--- src/rtl/rv32_decode_stage.sv ---
// RV32I/RV32E decode stage: combinational decode into a DEPTH-entry
// valid/ready queue, with flush, illegal detection and illegal count.
// Ports:
//   clk, rst              clock, synchronous active-high reset
//   flush                 drop queue and same-cycle input
//   in_valid/in_ready     input handshake
//   in_inst, in_pc        instruction word and its PC
//   out_valid/out_ready   output handshake, head entry shown
//   out_inst, out_pc      pass-through of word and PC
//   out_imm, out_rs1/2/rd immediate and raw register fields
//   out_fmt, out_alu_op   format and ALU operation
//   out_rd_we, out_illegal
//   illegal_cnt           saturating count of accepted illegals
module rv32_decode_stage #(
  parameter bit          RVE      = 1'b0,
  parameter bit          EN_ZICSR = 1'b1,
  parameter bit          EN_FENCE = 1'b1,
  parameter int unsigned DEPTH    = 2
) (
  input  logic        clk,
  input  logic        rst,
  input  logic        flush,
  input  logic        in_valid,
  output logic        in_ready,
  input  logic [31:0] in_inst,
  input  logic [31:0] in_pc,
  output logic        out_valid,
  input  logic        out_ready,
  output logic [31:0] out_inst,
  output logic [31:0] out_pc,
  output logic [31:0] out_imm,
  output logic [4:0]  out_rs1,
  output logic [4:0]  out_rs2,
  output logic [4:0]  out_rd,
  output logic [2:0]  out_fmt,
  output logic [3:0]  out_alu_op,
  output logic        out_rd_we,
  output logic        out_illegal,
  output logic [15:0] illegal_cnt
);

  localparam logic [6:0] OP_LUI   = 7'b0110111;
  localparam logic [6:0] OP_AUIPC = 7'b0010111;
  localparam logic [6:0] OP_JAL   = 7'b1101111;
  localparam logic [6:0] OP_JALR  = 7'b1100111;
  localparam logic [6:0] OP_BR    = 7'b1100011;
  localparam logic [6:0] OP_LD    = 7'b0000011;
  localparam logic [6:0] OP_ST    = 7'b0100011;
  localparam logic [6:0] OP_IMM   = 7'b0010011;
  localparam logic [6:0] OP_OP    = 7'b0110011;
  localparam logic [6:0] OP_FENCE = 7'b0001111;
  localparam logic [6:0] OP_SYS   = 7'b1110011;

  localparam logic [11:0] F12_ECALL  = 12'h000;
  localparam logic [11:0] F12_EBREAK = 12'h001;
  localparam logic [11:0] F12_SRET   = 12'h102;
  localparam logic [11:0] F12_MRET   = 12'h302;
  localparam logic [11:0] F12_WFI    = 12'h105;

  localparam logic [2:0] F_R   = 3'd0;
  localparam logic [2:0] F_I   = 3'd1;
  localparam logic [2:0] F_S   = 3'd2;
  localparam logic [2:0] F_B   = 3'd3;
  localparam logic [2:0] F_U   = 3'd4;
  localparam logic [2:0] F_J   = 3'd5;
  localparam logic [2:0] F_SYS = 3'd6;
  localparam logic [2:0] F_ILL = 3'd7;

  localparam logic [3:0] A_ADD = 4'd0;

  localparam int PW = (DEPTH > 1) ? $clog2(DEPTH) : 1;

  typedef struct packed {
    logic [31:0] inst;
    logic [31:0] pc;
    logic [31:0] imm;
    logic [2:0]  fmt;
    logic [3:0]  alu;
    logic        we;
    logic        ill;
  } ent_t;

  function automatic logic [3:0] alu_of(
    input logic [2:0] f3,
    input logic       alt
  );
    unique case (f3)
      3'b000:  alu_of = alt ? 4'd1 : 4'd0;
      3'b001:  alu_of = 4'd2;
      3'b010:  alu_of = 4'd3;
      3'b011:  alu_of = 4'd4;
      3'b100:  alu_of = 4'd5;
      3'b101:  alu_of = alt ? 4'd7 : 4'd6;
      3'b110:  alu_of = 4'd8;
      default: alu_of = 4'd9;
    endcase
  endfunction

  function automatic logic [PW-1:0] nxt(
    input logic [PW-1:0] p
  );
    nxt = (p == PW'(DEPTH - 1)) ? '0 : p + 1'b1;
  endfunction

  logic [6:0]  opc;
  logic [2:0]  f3;
  logic [6:0]  f7;
  logic [11:0] f12;
  logic [4:0]  rs1, rs2, rd;
  logic [31:0] imm_i;

  assign opc   = in_inst[6:0];
  assign f3    = in_inst[14:12];
  assign f7    = in_inst[31:25];
  assign f12   = in_inst[31:20];
  assign rs1   = in_inst[19:15];
  assign rs2   = in_inst[24:20];
  assign rd    = in_inst[11:7];
  assign imm_i = {{20{in_inst[31]}}, in_inst[31:20]};

  logic u1, u2, ud, wb, bad;
  ent_t dec;

  always_comb begin
    dec      = '0;
    dec.inst = in_inst;
    dec.pc   = in_pc;
    dec.fmt  = F_ILL;
    dec.alu  = A_ADD;
    u1 = 1'b0; u2 = 1'b0; ud = 1'b0;
    wb = 1'b0; bad = 1'b0;
    unique case (opc)
      OP_LUI, OP_AUIPC: begin
        dec.fmt = F_U;
        dec.imm = {in_inst[31:12], 12'b0};
        ud = 1'b1; wb = 1'b1;
      end
      OP_JAL: begin
        dec.fmt = F_J;
        dec.imm = {{11{in_inst[31]}}, in_inst[31],
                   in_inst[19:12], in_inst[20],
                   in_inst[30:21], 1'b0};
        ud = 1'b1; wb = 1'b1;
      end
      OP_JALR: begin
        dec.fmt = F_I;
        dec.imm = imm_i;
        u1 = 1'b1; ud = 1'b1; wb = 1'b1;
        bad = (f3 != 3'b000);
      end
      OP_BR: begin
        dec.fmt = F_B;
        dec.imm = {{19{in_inst[31]}}, in_inst[31],
                   in_inst[7], in_inst[30:25],
                   in_inst[11:8], 1'b0};
        u1 = 1'b1; u2 = 1'b1;
        bad = (f3[2:1] == 2'b01);
      end
      OP_LD: begin
        dec.fmt = F_I;
        dec.imm = imm_i;
        u1 = 1'b1; ud = 1'b1; wb = 1'b1;
        bad = (f3 == 3'b011) || (f3[2:1] == 2'b11);
      end
      OP_ST: begin
        dec.fmt = F_S;
        dec.imm = {{20{in_inst[31]}},
                   in_inst[31:25], in_inst[11:7]};
        u1 = 1'b1; u2 = 1'b1;
        bad = (f3 > 3'b010);
      end
      OP_IMM: begin
        dec.fmt = F_I;
        dec.imm = imm_i;
        dec.alu = alu_of(f3,
                         in_inst[30] && f3 == 3'b101);
        u1 = 1'b1; ud = 1'b1; wb = 1'b1;
        bad = (f3 == 3'b001 && f7 != 7'h00) ||
              (f3 == 3'b101 && f7 != 7'h00 &&
               f7 != 7'h20);
      end
      OP_OP: begin
        dec.fmt = F_R;
        dec.alu = alu_of(f3, in_inst[30]);
        u1 = 1'b1; u2 = 1'b1; ud = 1'b1; wb = 1'b1;
        bad = !(f7 == 7'h00 ||
                (f7 == 7'h20 &&
                 (f3 == 3'b000 || f3 == 3'b101)));
      end
      OP_FENCE: begin
        dec.fmt = F_I;
        dec.imm = imm_i;
        bad = !EN_FENCE;
      end
      OP_SYS: begin
        dec.fmt = F_SYS;
        if (f3 == 3'b000) begin
          bad = !(f12 == F12_ECALL  ||
                  f12 == F12_EBREAK ||
                  f12 == F12_SRET   ||
                  f12 == F12_MRET   ||
                  f12 == F12_WFI);
        end else begin
          // f3[2] selects the uimm CSR forms
          dec.imm = f3[2] ? {27'b0, rs1} : '0;
          u1 = !f3[2]; ud = 1'b1; wb = 1'b1;
          bad = (f3 == 3'b100) || !EN_ZICSR;
        end
      end
      default: bad = 1'b1;
    endcase
    if (RVE && ((u1 && rs1[4]) ||
                (u2 && rs2[4]) ||
                (ud && rd[4])))
      bad = 1'b1;
    if (bad) begin
      dec.fmt = F_ILL;
      dec.imm = '0;
      dec.alu = A_ADD;
    end
    dec.ill = bad;
    dec.we  = wb && !bad && (rd != 5'd0);
  end

  logic [2:0]    cnt_q, cnt_d;
  logic [PW-1:0] wp_q, wp_d, rp_q, rp_d;
  logic [15:0]   illegal_cnt_q, illegal_cnt_d;
  ent_t          mem_q [DEPTH];
  logic          push, pop;

  assign in_ready  = (cnt_q < 3'(DEPTH));
  assign out_valid = (cnt_q != 3'd0);
  assign push = in_valid && in_ready && !flush;
  assign pop  = out_valid && out_ready && !flush;

  always_comb begin
    cnt_d = cnt_q;
    wp_d  = wp_q;
    rp_d  = rp_q;
    illegal_cnt_d = illegal_cnt_q;
    if (flush) begin
      cnt_d = '0;
      wp_d  = '0;
      rp_d  = '0;
    end else begin
      if (push) wp_d = nxt(wp_q);
      if (pop)  rp_d = nxt(rp_q);
      cnt_d = cnt_q + {2'b0, push} - {2'b0, pop};
      if (push && dec.ill &&
          illegal_cnt_q != 16'hFFFF)
        illegal_cnt_d = illegal_cnt_q + 16'd1;
    end
  end

  always_ff @(posedge clk) begin
    if (rst) begin
      cnt_q <= '0;
      wp_q  <= '0;
      rp_q  <= '0;
      illegal_cnt_q <= '0;
    end else begin
      cnt_q <= cnt_d;
      wp_q  <= wp_d;
      rp_q  <= rp_d;
      illegal_cnt_q <= illegal_cnt_d;
    end
  end

  always_ff @(posedge clk) begin
    if (push) mem_q[wp_q] <= dec;
  end

  ent_t head;
  assign head = mem_q[rp_q];

  assign out_inst    = head.inst;
  assign out_pc      = head.pc;
  assign out_imm     = head.imm;
  assign out_rs1     = head.inst[19:15];
  assign out_rs2     = head.inst[24:20];
  assign out_rd      = head.inst[11:7];
  assign out_fmt     = head.fmt;
  assign out_alu_op  = head.alu;
  assign out_rd_we   = head.we;
  assign out_illegal = head.ill;
  assign illegal_cnt = illegal_cnt_q;

endmodule
--- config.mk ---
export PLATFORM = sky130hd
export DESIGN_NAME = rv32_decode_stage
export DESIGN_NICKNAME = d
export VERILOG_FILES = /design/src/rtl/rv32_decode_stage.sv
export SDC_FILE = /design/constraint.sdc
export NUM_CORES = 1
export LEC_CHECK = 0
export CORE_ASPECT_RATIO = 0.6
export CORE_UTILIZATION = 46
export DETAILED_ROUTE_END_ITERATION = 16
export GPL_TIMING_DRIVEN = 0
export PLACE_DENSITY = 0.76
export SLEW_MARGIN = 15
export SYNTH_ARGS = -nofsm -noshare
export SYNTH_HDL_FRONTEND = slang
export SYNTH_SLANG_ARGS = --single-unit
--- constraint.sdc ---
create_clock -name clk -period 6.9 [get_ports clk]
set_input_delay 1.725 -clock clk [delete_from_list [all_inputs] [get_ports clk]]
set_output_delay 1.725 -clock clk [all_outputs]
set_load 0.01 [all_outputs]
After elaboration in Yosys (flattened, before gate mapping) --
Memories as Yosys holds them, arrays and structs flattened. A register that Yosys moved wholly into a read port is not among the register bits. Index checks and enable logic that the tools add are counted.
Cells by class: add/subtract/negate cells 5, order comparisons 2, equal/unequal tests 26, muxes and demuxes 22, bitwise gates (word level) 1, reductions and logical operators 38
Operators with widths (count):
- $pmux 32 s6 | 1
- $pmux 4 s7 | 2
- $mux 39 | 1
- $eq 7x6->1 const B | 4
- $eq 7x7->1 const B | 4
- $eq 12x9->1 const B | 2
- $pmux 3 s7 | 1
- $add 16x1->16 const B | 1
- $ne 16x16->1 const B | 1
- $eq 7x5->1 const B | 2
- $logic_and 1x1->1 | 13
- $eq 12x1->1 const B | 1
- $eq 12x10->1 const B | 1
- $logic_not 12->1 | 1
- $mux 1 | 12
- $mux 5 | 2
- $eq 3x3->1 const B | 3
- $logic_or 1x1->1 | 8
- $pmux 1 s8 | 1
- $pmux 4 s2 | 1
- $reduce_or 4->1 | 2
- $eq 7x2->1 const B | 1
- $eq 7x4->1 const B | 1
- $logic_not 7->1 | 1
- other kinds (20) | 27
Storage, ports and cells: register bits 21, memory bits (writable) 210, bits of input ports 69, output and inout bits 138, memories 1
Memory list:
- mem_q | depth 2, width 105, rd ports 1, clocked after Yosys merged registers in 1, wr ports 1, RTL line 228 | ent_t mem_q [DEPTH];

Longest topological paths before layout --
Gate-level depths: netlist (run 1).
depth after elaboration 11, mapped depth 12, depth with buffers taken out 12

Worst setup path after synthesis (run 1) --
No wires, ideal clock.
path kind input-to-reg, from input flush, to memory mem_q[0][0] (netlist bit), enable pin, library setup time 0.570 ns, arrival 6.622 ns, required time 6.330 ns, slack -0.292 ns, cell stages on the path 4, cell sequence clkbuf_1 nor2_1 inv_1 nor2_1
On the way: cells in the longest elaborated chain, start to end 4
RTL lines:
- from (decl) | RTL line 22 | input logic flush,
- $logic_not 1->1 | RTL line 233 | assign push = in_valid && in_ready && !flush;
- $logic_and 1x1->1 | RTL line 233
- $mux 1 | RTL line 270 | if (push) mem_q[wp_q] <= dec;
- $mux 1 (implied by the code) | RTL line 270
- to (decl) | RTL line 228
Every way passes these cells.

==> impl_metrics.env, run 1 <==
export IMPL_ys_seq_area_share_pct=68.97
export IMPL_port_buffers=205
export IMPL_p_clk_share_pct=39.3
export IMPL_p_int_mw=2.401
export IMPL_p_leak_nw=4.452
export IMPL_holdBufCountCts=0
export IMPL_syn_num_nets=744
export IMPL_yosys_area_top_type="edfxtp_1"
export IMPL_htree_levels=1
export IMPL_vias=6316
export IMPL_initial_core_util_pct=47.90
export IMPL_ys_warn_count=0
export IMPL_max_slew_margin_pct=35.27
export IMPL_cp_start_kind="register"
export IMPL_cts_buffers=22
export IMPL_irDropWorstVdd_uv=145.9
export IMPL_power_density_nw_per_um2=231.9
export IMPL_synth_cells=670
export IMPL_ys_types=48
export IMPL_gp_congestion=0.8366
export IMPL_cts_tree="yes"
export IMPL_final_layout_size_suffix_gt1_share_pct=20.07
export IMPL_fin_nets=980
export IMPL_min_period_ns=5.346
export IMPL_synth_top_flop_cell="edfxtp_1"
export IMPL_setup_viol=0
export IMPL_cts_resized_gates=0
export IMPL_clk_pin_slew_ns=0.06
export IMPL_drc_errors=0
export IMPL_first_global_vias=6061
export IMPL_synth_edff_count=210
export IMPL_clk_path_buf_depth=3
export IMPL_path_max_fanout=10
export IMPL_io_pins=207
export IMPL_ys_top_cells_by_area="edfxtp_1 (64%), mux2_2 (13%), dfxtp_1 (4.5%)"
export IMPL_first_iter_violations=490
export IMPL_worstMarginPinSlew_ns=0.9710
export IMPL_rows=40
export IMPL_power_mw=3.036
export IMPL_grt_first_pass_wirelength_um=33790
export IMPL_end_kind="output port"
export IMPL_min_path_type="reg -> reg"
export IMPL_rsz0062_at_grt="no"
export IMPL_critical_path_arrival_ns=3.62
export IMPL_synthTopCellsByCount="edfxtp_1 (210), mux2_2 (116), a21oi_1 (44), nor2_1 (44), nand2_1 (40)"
export IMPL_clk_latency_ns=0.51
export IMPL_hold_viol_final=0
export IMPL_synth_top_cell_area_share_pct=64.47
export IMPL_grt_ovfl_total=0
export IMPL_final_max_slew_violation_count=0
export IMPL_final_cells=1195
export IMPL_p_sw_share_pct=20.91
export IMPL_status="completed"
export IMPL_syn_cell_area_sq_um=9782
export IMPL_grt_max_degree=49
export IMPL_postRouteWirelength_um=22640
export IMPL_ff2ff_setup_slack_ns=4.37
export IMPL_dieArea_sq_um=21870
export IMPL_drt_pass1_iter_count=5
export IMPL_maxCapViolCount=0
export IMPL_finalSetupTns_ns=0
export IMPL_clock_root_buffer="clkbuf_16"
export IMPL_clock_fmax_ghz=0.1871
export IMPL_syn2layout_area_growth_pct=33.85
export IMPL_clock_skew_final_ns=0.01887
export IMPL_fin_crit_sh_pct=77.47
export IMPL_dp_cells=1155
export IMPL_yosys_register_bits=232
export IMPL_combPwrFrac_pct=9.0
export IMPL_coreArea_sq_um=20420
export IMPL_avgSynthCellArea_sq_um=14.60
export IMPL_critPathKind="reg -> out"
export IMPL_final_core_util_pct=64.12
export IMPL_required_ns=5.18
export IMPL_yosysMostFrequentCell="edfxtp_1"
export IMPL_antenna_found_initial=0
export IMPL_wire_per_inst_um=18.94
export IMPL_clock_sinks=232
export IMPL_cts_setup_buffers=0
export IMPL_viasPerCell=5.285
export IMPL_dpl_hpwl_um=16060
export IMPL_die_h_um=115.0
export IMPL_seqPwrFrac_pct=51.7
export IMPL_finalHoldWorstSlack_ns=0.5228
export IMPL_power_net_switching_uw=634.9
export IMPL_synth_async_reset_ratio_pct=0
export IMPL_die_x_um=190.3
export IMPL_ant_nets=0
export IMPL_grtUsageTotal_pct=20.25
export IMPL_diodes=0
## cells by family (layout without fill, tap and decap cells)
family          after synthesis  after routing  synth area share, %
mux                         117            117                13.46
compound gates               73             73                4.144
flops                       232            232                68.97
xor+xnor                      3              3               0.2687
buf+inv                      59            311                3.044
simple gates                181            181                9.401
fa+ha+maj                     5              5               0.7163
## layout by cell type, fill, tap and decap left out, types with 2 or more instances in the layout
master and count:
a211oi_1 2, a21oi_1 44, and2_1 4, and3_1 9
buf_1 4, buf_16 6, buf_2 4, buf_4 15
buf_6 2, bufinv_16 2, clkbuf_1 25, clkbuf_16 23
clkdlybuf4s50_1 205, clkinv_1 3, clkinv_2 7, clkinvlp_4 3
dfxtp_1 22, edfxtp_1 210, ha_1 4, inv_1 9
mux2_2 116, nand2_1 40, nand2b_1 11, nand3_1 15
nand4_1 4, nor2_1 43, nor2b_1 13, nor3_1 11
nor3b_1 5, nor4_1 4, nor4b_1 3, o21a_1 2
o21ai_0 15, or3_1 7, or4_1 5, xnor2_1 2
## worst paths after layout
| kind | start | to | depth (start not counted) |
|---|---|---|---|
| worst min-delay path | illegal_cnt[1]$_SDFFE_PP0P_ | illegal_cnt[1]$_SDFFE_PP0P_ | 2 |
| worst min register to register | illegal_cnt[1]$_SDFFE_PP0P_ | illegal_cnt[1]$_SDFFE_PP0P_ | 2 |
| worst max-delay path | register | out_rs2[4] | 6 |
| worst max register to register | cnt_q[1]$_SDFF_PP0_ | cnt_q[1]$_SDFF_PP0_ | 11 |
## routing by layer
layer / routed length [um] / up-vias / part of all wire, % / track usage (%)
li1: - / 2974 / - / -
met1: 11000 / 3077 / 49 / 31.10
met2: 9461 / 243 / 42 / 29.71
met3: 1834 / 22 / 8.1 / 4.121
met4: 343 / 0 / 1.5 / 4.213
met5: 0 / - / 0 / 0
## registers in the layout, indices dropped and copies added (netlist names), named ones only
register / count
wp_q: 1
mem_q: 210
cnt_q: 3
illegal_cnt: 16
rp_q: 1
## power by group through the flow
stage / logic, mW / registers, mW / clock network [mW]
after global placement: 0.257 / 1.61 / 0
after floorplan: 0.112 / 1.60 / 0
after detailed placement: 0.274 / 1.60 / 0
after CTS: 0.276 / 1.57 / 1.22
after global routing: 0.292 / 1.57 / 1.27
final: 0.274 / 1.57 / 1.19
## cell type report
class / instances / area, sq um
fillers: 1551 / 7327
flip-flops and latches: 232 / 6746
multi-input cells: 379 / 2748
repair buffers: 212 / 2237
clock buffers: 25 / 593.1
well taps: 273 / 341.6
plain buffers: 49 / 260.3
clock inverters: 15 / 128.9
inverters: 10 / 37.54
## worst max-delay path: stages, from the launching register on
cell and delay (ns):
dfxtp_1 0.30, clkbuf_1 0.33, clkbuf_1 0.77, clkbuf_1 0.63, mux2_2 0.46, buf_4 0.14, clkdlybuf4s50_1 0.46
## through the flow
| step | worst slack (ns) | area (sq um) |
|---|---|---|
| 6_report | 1.554 | 13090 |
| 5_1_grt | 1.414 | 13090 |
| 4_1_cts | 1.490 | 13090 |
| 3_5_place_dp | 1.768 | 12370 |
| 3_3_place_gp | -0.6320 | 12180 |
| 2_1_floorplan | 1.473 | 9784 |
No activity file was read; power rests on OpenSTA's default activity.
==> run 2: changes to the inputs <==
--- a/config.mk
+++ b/config.mk
@@ -6,10 +6,10 @@
 export NUM_CORES = 1
 export LEC_CHECK = 0
 export CORE_ASPECT_RATIO = 0.6
-export CORE_UTILIZATION = 46
+export CORE_UTILIZATION = 50
 export DETAILED_ROUTE_END_ITERATION = 16
 export GPL_TIMING_DRIVEN = 0
-export PLACE_DENSITY = 0.76
+export PLACE_DENSITY = 0.79
 export SLEW_MARGIN = 15
 export SYNTH_ARGS = -nofsm -noshare
 export SYNTH_HDL_FRONTEND = slang
==> constraint.sdc (replaced) <==
create_clock -name clk -period 4.97 [get_ports clk]
set_input_delay 1.2425 -clock clk [delete_from_list [all_inputs] [get_ports clk]]
set_output_delay 1.2425 -clock clk [all_outputs]
set_load 0.01 [all_outputs]
==> run 2 against run 1 <==
Against the previous run:
- die area fell by 7.9%
- cell count fell by 0.59%
- worst setup slack worse by 1.3 ns
- global-route usage increased by 1.7 points
- non-clock buffer count is the same
- clock skew is 0.012 ns lower
- wire length shrank 2.0%
==> impl_metrics.env, run 2 (same netlist as run 1, synthesis figures left out) <==
export IMPL_clk_pin_slew_ns=0.06
export IMPL_grt_max_degree=49
export IMPL_min_path_cells=2
export IMPL_rsz0062_at_grt="no"
export IMPL_final_common_cell="edfxtp_1"
export IMPL_grt_first_pass_wirelength_um=33270
export IMPL_drc_errors=0
export IMPL_rows=39
export IMPL_ant_nets=0
export IMPL_r2r_end="mem_q[0][58]$_DFFE_PP_"
export IMPL_dp_cells=1148
export IMPL_worstMarginPinSlew_ns=0.8273
export IMPL_clk_path_buf_depth=3
export IMPL_dieArea_sq_um=20150
export IMPL_fin_crit_sh_pct=94.83
export IMPL_endpoint="out_rs2[4]"
export IMPL_die_x_um=182.6
export IMPL_dpl_hpwl_um=15500
export IMPL_clk_latency_ns=0.50
export IMPL_hold_viol_final=0
export IMPL_final_layout_size_suffix_gt1_share_pct=19.20
export IMPL_viasPerCell=5.381
export IMPL_cts_buffers=22
export IMPL_clock_fmax_ghz=0.2122
export IMPL_fin_nets=980
export IMPL_p_leak_nw=4.424
export IMPL_fillCellCount=1342
export IMPL_first_iter_violations=520
export IMPL_vias=6393
export IMPL_diodes=0
export IMPL_final_core_util_pct=68.32
export IMPL_grtUsageTotal_pct=21.91
export IMPL_status="completed"
export IMPL_critPathKind="reg -> out"
export IMPL_wire_per_inst_um=18.68
export IMPL_cts_tree="yes"
export IMPL_holdBufCountCts=0
export IMPL_port_buffers=205
export IMPL_end_kind="output port"
export IMPL_grt_ovfl_total=0
export IMPL_max_stage_delay_ns=0.67
export IMPL_cts_setup_buffers=0
export IMPL_first_global_vias=5984
export IMPL_setup_viol=0
export IMPL_antenna_found_initial=0
export IMPL_path_max_fanout=10
export IMPL_syn2layout_area_growth_pct=33.26
export IMPL_cts_resized_gates=0
export IMPL_ff2ff_setup_slack_ns=2.42
export IMPL_die_h_um=110.3
export IMPL_worstPathCellList="clkbuf_1 -> clkbuf_1 -> clkbuf_1 -> mux2_2 -> buf_4 -> clkdlybuf4s50_1"
export IMPL_initial_core_util_pct=51.27
export IMPL_seq_area_sq_um=6746
export IMPL_clock_skew_final_ns=0.006658
export IMPL_critical_path_arrival_ns=3.47
export IMPL_largest_reg_flops=210
export IMPL_gp_congestion=0.8389
export IMPL_power_density_nw_per_um2=317.5
export IMPL_clock_sinks=232
export IMPL_clock_root_buffer="clkbuf_16"
export IMPL_max_slew_margin_pct=44.84
export IMPL_htree_levels=1
export IMPL_coreArea_sq_um=19080
export IMPL_irDropWorstVdd_uv=291.3
export IMPL_final_max_slew_violation_count=0
export IMPL_final_cells=1188
export IMPL_postRouteWirelength_um=22190
export IMPL_largest_register="mem_q"
export IMPL_mostFrequentLayoutCells="edfxtp_1 (210), clkdlybuf4s50_1 (205), mux2_2 (116), a21oi_1 (44), nor2_1 (43)"
export IMPL_reg2regPathDepth=9
export IMPL_drt_pass1_iter_count=5
export IMPL_maxCapViolCount=0
export IMPL_multi_input_area_sq_um=2748
export IMPL_cpMostUsedCell="clkbuf_1"
export IMPL_min_path_type="reg -> reg"
export IMPL_required_ns=3.73
export IMPL_min_period_ns=4.713
export IMPL_cp_slowest_cell="clkbuf_1"
export IMPL_io_pins=207
export IMPL_reg2reg_from="cnt_q[1]$_SDFF_PP0_"
export IMPL_cp_start_kind="register"
[run 2: layer usage]
layer  vias up  part of all wire (%)  GRT usage (%)
met2       255                    44          33.04
li1       2984                     -              -
met3        28                   8.5          5.420
met5         -                     0              0
met1      3126                    46          32.12
met4         0                   1.6          4.922
[run 2: area by class of cell]
type	count	area share [%]
clock buffers	31	4.646
multi-input cells	379	21.08
clock inverters	9	0.5183
plain buffers	49	1.997
repair buffers	212	17.16
well taps	266	2.553
flip-flops and latches	232	51.76
inverters	10	0.2880
[run 2: critical path: cells and delay by family (launching register included)]
kind / cells / cell delay (ns)
multiplexers: 1 / 0.43
flip-flops: 1 / 0.30
buffers and inverters: 5 / 2.22
[run 2: how the worst min path moves through the flow]
stage / endpoint / startpoint / slack [ns]
5_1_grt: illegal_cnt[13]$_SDFFE_PP0P_ / illegal_cnt[13]$_SDFFE_PP0P_ / 0.52
3_5_place_dp: illegal_cnt[13]$_SDFFE_PP0P_ / illegal_cnt[13]$_SDFFE_PP0P_ / 0.49
4_1_cts: illegal_cnt[13]$_SDFFE_PP0P_ / illegal_cnt[13]$_SDFFE_PP0P_ / 0.51
6_report: illegal_cnt[13]$_SDFFE_PP0P_ / illegal_cnt[13]$_SDFFE_PP0P_ / 0.51
2_1_floorplan: illegal_cnt[13]$_SDFFE_PP0P_ / illegal_cnt[13]$_SDFFE_PP0P_ / 0.51
3_3_place_gp: illegal_cnt[13]$_SDFFE_PP0P_ / illegal_cnt[13]$_SDFFE_PP0P_ / 0.49
[run 2: report_power, final]
| part | switching (mW) | internal [mW] | total (mW) |
|---|---|---|---|
| logic | 0.176 | 0.203 | 0.379 |
| clock network | 0.678 | 0.902 | 1.58 |
| registers | 0.0107 | 2.17 | 2.18 |
[run 2: per-stage QoR]
step / instance area [sq um] / power, mW / hold slack [ns] / setup slack (ns) / TNS [ns]
after floorplan: 9784 / 2.380 / 0.5102 / 0.02570 / 0
after global placement: 12170 / 2.582 / 0.4880 / -1.919 / -345.32
after detailed placement: 12360 / 2.599 / 0.4922 / 0.3001 / 0
after CTS: 13040 / 4.173 / 0.5105 / 0.2220 / 0
after global routing: 13040 / 4.279 / 0.5213 / 0.05719 / 0
final: 13040 / 4.138 / 0.5097 / 0.2572 / 0
